**src/rtl/adpll_tx_bit_serializer.sv**
```systemverilog
// Byte FIFO plus LSB-first bit serializer that drives adpll_ctr0 data_mod once the loop is locked in TX.
// Optional x^7+x^4+1 data whitening is compiled in with `define ADPLL_TX_WHITEN_EN.
module adpll_tx_bit_serializer #(
  parameter int SYM_DIV    = 32,
  parameter int FIFO_DEPTH = 4
) (
  input  logic       clk,
  input  logic       rst_n,
  input  logic       en,
  input  logic [1:0] adpll_mode,
  input  logic       channel_lock,
  input  logic [7:0] din,
  input  logic       din_valid,
  output logic       din_ready,
  input  logic [6:0] whiten_seed,
  output logic       data_mod,
  output logic       busy,
  output logic       underrun
);
  localparam int CW = $clog2(SYM_DIV);
  localparam int AW = $clog2(FIFO_DEPTH);
  localparam logic [1:0]    MODE_TX  = 2'd3;
  localparam logic [CW-1:0] SYM_LAST = CW'(SYM_DIV - 1);

  typedef enum logic [1:0] {IDLE, WAIT_LOCK, SEND} state_t;
  state_t state_q, state_d;

  logic [7:0]    mem [FIFO_DEPTH];
  logic [AW-1:0] wr_ptr_q, wr_ptr_d, rd_ptr_q, rd_ptr_d;
  logic [AW:0]   count_q, count_d;
  logic [CW-1:0] sym_cnt_q, sym_cnt_d;
  logic [2:0]    bits_left_q, bits_left_d;
  logic [6:0]    shreg_q, shreg_d;
  logic          data_mod_q, data_mod_d;
  logic          tx_active_q, tx_active_d;
  logic          underrun_q, underrun_d;
  logic          fifo_empty, fifo_full, push, pop, boundary;
  logic          shift_out, tx_bit, white_bit;
  logic [7:0]    head;

`ifdef ADPLL_TX_WHITEN_EN
  logic [6:0] lfsr_q, lfsr_d;
  assign white_bit = lfsr_q[6];
`else
  logic unused_seed;
  assign unused_seed = ^whiten_seed;
  assign white_bit   = 1'b0;
`endif

  assign fifo_empty = (count_q == '0);
  assign fifo_full  = (count_q == (AW+1)'(FIFO_DEPTH));
  // Readiness looks only at current occupancy, so a full FIFO refuses even while popping.
  assign din_ready  = !fifo_full || !en;
  assign push       = en && din_valid && !fifo_full;
  assign head       = mem[rd_ptr_q];
  assign boundary   = (sym_cnt_q == SYM_LAST);

  always_comb begin
    state_d     = state_q;
    sym_cnt_d   = sym_cnt_q;
    bits_left_d = bits_left_q;
    shreg_d     = shreg_q;
    data_mod_d  = data_mod_q;
    tx_active_d = tx_active_q;
    underrun_d  = 1'b0;
    pop         = 1'b0;
    shift_out   = 1'b0;
    tx_bit      = 1'b0;
`ifdef ADPLL_TX_WHITEN_EN
    lfsr_d      = lfsr_q;
`endif
    if (!en || adpll_mode != MODE_TX) begin
      state_d     = IDLE;
      sym_cnt_d   = '0;
      bits_left_d = '0;
      data_mod_d  = 1'b0;
      tx_active_d = 1'b0;
    end else begin
      unique case (state_q)
        IDLE: begin
          state_d    = WAIT_LOCK;
          sym_cnt_d  = '0;
          data_mod_d = 1'b0;
        end
        WAIT_LOCK: begin
          sym_cnt_d  = '0;
          data_mod_d = 1'b0;
          if (channel_lock) begin
            state_d = SEND;
`ifdef ADPLL_TX_WHITEN_EN
            lfsr_d  = whiten_seed;
`endif
          end
        end
        SEND: begin
          if (!channel_lock) begin
            // Losing lock drops the partial byte silently; no underrun is reported.
            state_d     = WAIT_LOCK;
            sym_cnt_d   = '0;
            bits_left_d = '0;
            tx_active_d = 1'b0;
            data_mod_d  = 1'b0;
          end else begin
            sym_cnt_d = boundary ? '0 : sym_cnt_q + CW'(1);
            if (boundary) begin
              if (bits_left_q != '0) begin
                shift_out   = 1'b1;
                tx_bit      = shreg_q[0];
                shreg_d     = shreg_q >> 1;
                bits_left_d = bits_left_q - 3'd1;
              end else if (!fifo_empty) begin
                shift_out   = 1'b1;
                tx_bit      = head[0];
                shreg_d     = head[7:1];
                bits_left_d = 3'd7;
                pop         = 1'b1;
                tx_active_d = 1'b1;
              end else begin
                data_mod_d = 1'b0;
                if (tx_active_q) begin
                  underrun_d  = 1'b1;
                  tx_active_d = 1'b0;
                end
              end
            end
          end
        end
        default: state_d = IDLE;
      endcase
    end
    if (shift_out) begin
      data_mod_d = tx_bit ^ white_bit;
`ifdef ADPLL_TX_WHITEN_EN
      lfsr_d     = {lfsr_q[5:0], lfsr_q[6]} ^ {2'b00, lfsr_q[6], 4'b0000};
`endif
    end
  end

  always_comb begin
    wr_ptr_d = wr_ptr_q;
    rd_ptr_d = rd_ptr_q;
    count_d  = count_q;
    if (!en) begin
      wr_ptr_d = '0;
      rd_ptr_d = '0;
      count_d  = '0;
    end else begin
      if (push) wr_ptr_d = wr_ptr_q + AW'(1);
      if (pop)  rd_ptr_d = rd_ptr_q + AW'(1);
      count_d = count_q + (AW+1)'(push) - (AW+1)'(pop);
    end
  end

  always_ff @(posedge clk) begin
    if (push) mem[wr_ptr_q] <= din;
  end

  always_ff @(posedge clk or negedge rst_n) begin
    if (!rst_n) begin
      state_q     <= IDLE;
      wr_ptr_q    <= '0;
      rd_ptr_q    <= '0;
      count_q     <= '0;
      sym_cnt_q   <= '0;
      bits_left_q <= '0;
      shreg_q     <= '0;
      data_mod_q  <= 1'b0;
      tx_active_q <= 1'b0;
      underrun_q  <= 1'b0;
`ifdef ADPLL_TX_WHITEN_EN
      lfsr_q      <= '0;
`endif
    end else begin
      state_q     <= state_d;
      wr_ptr_q    <= wr_ptr_d;
      rd_ptr_q    <= rd_ptr_d;
      count_q     <= count_d;
      sym_cnt_q   <= sym_cnt_d;
      bits_left_q <= bits_left_d;
      shreg_q     <= shreg_d;
      data_mod_q  <= data_mod_d;
      tx_active_q <= tx_active_d;
      underrun_q  <= underrun_d;
`ifdef ADPLL_TX_WHITEN_EN
      lfsr_q      <= lfsr_d;
`endif
    end
  end

  assign data_mod = data_mod_q;
  assign underrun = underrun_q;
  assign busy     = (state_q == SEND) && ((bits_left_q != '0) || !fifo_empty);

endmodule
```
**config.mk**
```make
export PLATFORM = sky130hd
export DESIGN_NAME = adpll_tx_bit_serializer
export DESIGN_NICKNAME = d
export VERILOG_FILES = /design/src/rtl/adpll_tx_bit_serializer.sv
export SDC_FILE = /design/constraint.sdc
export NUM_CORES = 1
export LEC_CHECK = 0
export CORE_ASPECT_RATIO = 1.75
export CORE_UTILIZATION = 57
export CTS_CLUSTER_DIAMETER = 200
export DETAILED_ROUTE_END_ITERATION = 10
export PLACE_DENSITY = 0.76
export SETUP_SLACK_MARGIN = 0.15
export SLEW_MARGIN = 20
export SYNTH_ARGS = -nofsm -noshare
export SYNTH_HDL_FRONTEND = slang
export SYNTH_SLANG_ARGS = --single-unit
```
**constraint.sdc**
```tcl
create_clock -name clk -period 2.88 [get_ports clk]
set_input_delay 0.288 -clock clk [delete_from_list [all_inputs] [get_ports clk]]
set_output_delay 0.288 -clock clk [all_outputs]
set_load 0.005 [all_outputs]
```
==> Yosys cells after proc, flatten, opt, wreduce, memory -nomap -nowiden <==
Memory sizes are Yosys's and may differ from the RTL's.
Index checks and enable logic that the tools add are counted.
{ "word_totals": {"inputBits": 22, "output_inout_bits": 4, "reg_bits": 27, "memories": 1, "ramBits": 32} }
{ "op_classes": {"reduce_logical": 21, "n_eq_ne": 16, "add_sub_neg": 6, "bitwise_logic": 1, "muxes": 59} }
{ "memory_table": {"columns": ["name", "words", "width", "rd", "rd_ports_with_merged_regs", "write_ports", "line_no", "rtl"], "rows": [
  ["mem", 4, 8, 1, 0, 1, "28", "logic [7:0] mem [FIFO_DEPTH];"]
]} }
{ "ops": {"columns": ["op", "count"], "rows": [
  ["$mux 1", 37],
  ["$mux 3", 7],
  ["$mux 5", 3],
  ["$ne 5x5->1 const B", 3],
  ["$mux 2", 7],
  ["$mux 7", 2],
  ["$pmux 5 s2", 1],
  ["$ne 3x3->1 const B", 3],
  ["$ne 2x1->1 const B", 3],
  ["$pmux 2 s3", 1],
  ["$reduce_and 3->1", 2],
  ["$reduce_bool 3->1", 2],
  ["$add 5x1->5 const B", 1],
  ["$eq 5x5->1 const B", 1],
  ["$reduce_and 5->1", 1],
  ["$add 2x1->2 const B", 2],
  ["$ne 4x2->1 const B", 1],
  ["$reduce_and 4->1", 1],
  ["$reduce_bool 4->1", 1],
  ["$add 3x1->3", 1],
  ["$eq 3x3->1 const B", 1],
  ["$logic_and 1x1->1", 3],
  ["$logic_not 1->1", 3],
  ["$logic_not 3->1", 1],
  ["13 further kinds", 15]
]} }

==> Depth between registers and ports, before layout <==
{ "logic_depth": {"ltp_word": 9, "depth_mapped": 12, "ltp_nobuf": 12} }

==> Worst setup path after synthesis <==
Ideal clock, no wire load.
{ "synth_path": {"path_type": "register to register", "from": "register sym_cnt_q[0]", "to": "register count_q[2]", "period_less_slack_ps": 2629, "t_arrival_ps": 2510, "path_buffers": 0, "stages_incl_launch_ff": 13, "setup_ps": 119, "slack_ps": 251, "cell_sequence": "dfrtp_1 ha_1 and3_1 ha_1 nand3b_4 nor4_4 ha_1 inv_1 ha_1 inv_1 fa_1 xnor2_1 and2_1"} }
{ "synth_between": {"elab_chain_cells": 7} }
{ "synth_rtl": {"columns": ["element", "line_no", "rtl"], "rows": [
  ["start: declaration", "31", "logic [CW-1:0] sym_cnt_q, sym_cnt_d;"],
  ["start signal: assignment", "178", "sym_cnt_q <= sym_cnt_d;"],
  ["$eq 5x5->1", "56", "assign boundary = (sym_cnt_q == SYM_LAST);"],
  ["$mux 1", "105", "if (boundary) begin"],
  ["$mux 1", "96", "if (!channel_lock) begin"],
  ["$mux 1", "79", "unique case (state_q)"],
  ["$mux 1", "72", "if (!en || adpll_mode != MODE_TX) begin"],
  ["$sub 3x1->3", "150", "count_d = count_q + (AW+1)'(push) - (AW+1)'(pop);"],
  ["$mux 3", "143", "if (!en) begin"],
  ["via count_d[2]", "30", "logic [AW:0] count_q, count_d;"],
  ["end signal: assignment", "177", "count_q <= count_d;"],
  ["end: declaration", "30", null]
]} }
The timed path passes the listed nets, and every way through them passes these cells.
A chain may end at the register's enable or synchronous reset.

==> Final worst setup path <==
Same ends and word-level chain as after synthesis.

==> out/results.ini <==
[routing]
drtIter0Drc = 33
met1_length_um = 2040
wl_per_cell_um = 15.5
route.met2.wl_um = 2530
routed_wl_um = 4810
drc = 0
ant_nets = 0
drt-pass1-iter-count = 4
num_vias = 1747
routed.top_layer = met4
wl_met3_um = 146
viasPerCell = 5.62

[die]
start_util = 0.593
die_y_um = 94.5
core-area_um2 = 4710
ios = 26
fp-row-count = 33
dieArea_um2 = 5190
fp.dieW_um = 54.9

[sta]
slew_headroom = 0.549
final_max_slew_viol_count = 0
final.period_utilization = 0.861
finalCriticalPeriod_ns = 2.48
clock_skew_ns = 0.00726
worst_pin_slew_ns = 0.677
setup_viol = 0
finalSetupTns_ns = 0
fmax_mhz = 403
rsz0062_at_grt = false
hold_viol_final = 0

[final_layout]
areaGrowthSynthToFinish_pct = 18.3
fillers = 351
multi_input_area_um2 = 1060
finalNetCount = 287
regArea_um2 = 1640
drive_above_1_share = 0.174
final_core_util = 0.701
antennaDiodeCount = 0

[grt]
grt-ovfl-total = 0
grt_pass1_vias = 1772
grt_util_all_layers = 0.231
grt_pass1_wl_um = 8000
antenna_found_initial = 0
grt_max_degree = 28

[clock_tree]
cts_tree = yes
cts_buffer_depth = 2
insertion_delay_ns = 0.33
cts_hold_buf = 0
cts_made_buffers = 9
cts_resized = 0
clk_pin_slew_worst_paths_ns = 0.07
cts_root_buffer = clkbuf_8
cts_htree_levels = 3
post_cts_buffers = 0
clock_sinks = 59

[setup_path]
critPathKind = register to register
worstPathCellList = ha_2, and3_1, ha_4, nand3b_4, nor4_4, ha_1, inv_1, ha_1, inv_1, fa_1, xnor2_1, and2_1
startpoint_type = register
required_ns = 3.11
slowest_delay_ns = 0.40
crit_path_end_kind = register
cp_slowest_cell = dfrtp_1
cp.arrival_ns = 2.71
cp_max_fo = 5

[synthesis]
synth.most_common_cell = edfxtp_1
synth_cells = 224
synth_sequential_area_ratio = 0.587
synth-edff-count = 32
synth-warning-count = 0
synthArstFlopShare = 0.458
syn-num-nets = 257
synthDominantCellAreaShare = 0.345
synth_cell_types = 47
synth_area_leader_cell = edfxtp_1
avgSynthCellArea_um2 = 12.5
synth.area.top_cells = edfxtp_1 (34%), dfrtp_1 (24%), ha_1 (4.5%)
synth_common_cells = edfxtp_1 (32), dfrtp_1 (27), nor2_1 (20)
ys.flop_type = edfxtp_1
synth_seq_cells = 59
synth_area_um2 = 2790

[power_and_ir_drop]
irDropWorstVdd_v = 0.000609
fin_total_pwr_uw = 1900
powerDensity_nw_per_um2 = 576
leakagePower_uw = 0.00128

[worst_hold_path]
hold_path_class = input port to asynchronous set/reset pin

[job]
maxCapViolCount = 0

[place]
dp_hpwl_um = 3240
place_congestion = 0.721
port-buffer-count = 18

[run_status]
status = completed

## where the power goes
group / total [uW] / internal, uW / leakage (uW) / switching (uW)
clock: 839 / 492 / 0.000106 / 347
sequential: 932 / 917 / 0.000659 / 15.0
combinational: 127 / 58.1 / 0.000519 / 69.2
## sequential cells by signal (all words and copies together) (netlist names)
| signal | cells |
|---|---|
| bits_left_q | 3 |
| count_q | 3 |
| data_mod | 1 |
| mem | 32 |
| rd_ptr_q | 2 |
| shreg_q | 7 |
| state_q | 2 |
| sym_cnt_q | 5 |
| tx_active_q | 1 |
| underrun | 1 |
| wr_ptr_q | 2 |
## kinds of logic (layout without fill, tap and decap cells)
group | Yosys count | count (layout) | synth area share
adder cells (fa/ha/maj) | 12 | 12 | 0.0556
multiplexers | 15 | 15 | 0.0655
AND/OR/NAND/NOR | 74 | 74 | 0.156
XOR/XNOR | 4 | 4 | 0.0126
buffers and inverters | 23 | 58 | 0.0386
flip-flops | 59 | 59 | 0.587
AO/OA/AOI/OAI | 37 | 37 | 0.0852
## worst max-delay path, delay by kind of cell (launching register included)
kind / cells / cell delay (ns)
flops: 1 / 0.40
fa+ha+maj: 5 / 1.14
xor+xnor: 1 / 0.13
simple gates: 4 / 0.60
buf+inv: 2 / 0.09
## path summary, 6_finish.rpt
| check | start | to | slack (ns) | cells after the start |
|---|---|---|---|---|
| min in group clk | shreg_q[0] | data_mod | 0.55 | 2 |
| max in group asynchronous | rst_n | shreg_q[5] | 2.28 | 2 |
| max | sym_cnt_q[0] | count_q[2] | 0.40 | 12 |
| min reg2reg | shreg_q[0] | data_mod | 0.55 | 2 |
| min | rst_n | count_q[2] | 0.33 | 2 |
| max reg2reg | sym_cnt_q[0] | count_q[2] | 0.40 | 12 |
## metal layers
metal,global-route usage,up-vias
li1,-,859
met1,0.255,851
met2,0.372,28
met3,0.0934,9
met4,0.105,0
met5,0,-
## cell type report
class | count | area share
multi-input cells | 142 | 0.321
clock inverters | 7 | 0.0307
inverters | 13 | 0.0148
well taps | 52 | 0.0197
repair buffers | 29 | 0.0797
flip-flops and latches | 59 | 0.496
clock buffers | 9 | 0.0376
## through the flow
step	setup WS [ns]	instance area (um2)	std cells	hold WS, ns
2_1_floorplan	0.251	2790	224	-0.00759
3_3_place_gp	0.205	3060	295	0.506
3_5_place_dp	0.171	3060	295	0.519
4_1_cts	0.158	3280	311	0.334
5_1_grt	0.250	3300	311	0.366
6_report	0.401	3300	311	0.329
## placed cells by master, fill, tap and decap left out, types with 2 or more instances in the layout
| cell type | n |
|---|---|
| nor2b_1 | 3 |
| buf_4 | 11 |
| mux2_2 | 6 |
| nand2b_1 | 3 |
| nor2_1 | 20 |
| edfxtp_1 | 32 |
| nand2_1 | 15 |
| mux4_2 | 2 |
| clkbuf_8 | 9 |
| a21oi_1 | 15 |
| clkinv_4 | 2 |
| mux2i_1 | 7 |
| clkinvlp_4 | 2 |
| bufinv_16 | 2 |
| ha_1 | 8 |
| nor3_1 | 7 |
| nand3_1 | 8 |
| inv_1 | 13 |
| clkdlybuf4s50_1 | 18 |
| dfrtp_1 | 27 |
| and2_1 | 5 |
| a31oi_1 | 6 |
| a21boi_0 | 2 |
| xnor2_1 | 3 |
| and3_1 | 3 |
| o21ai_0 | 5 |
Note: power is estimated with default switching activity, not from simulation.
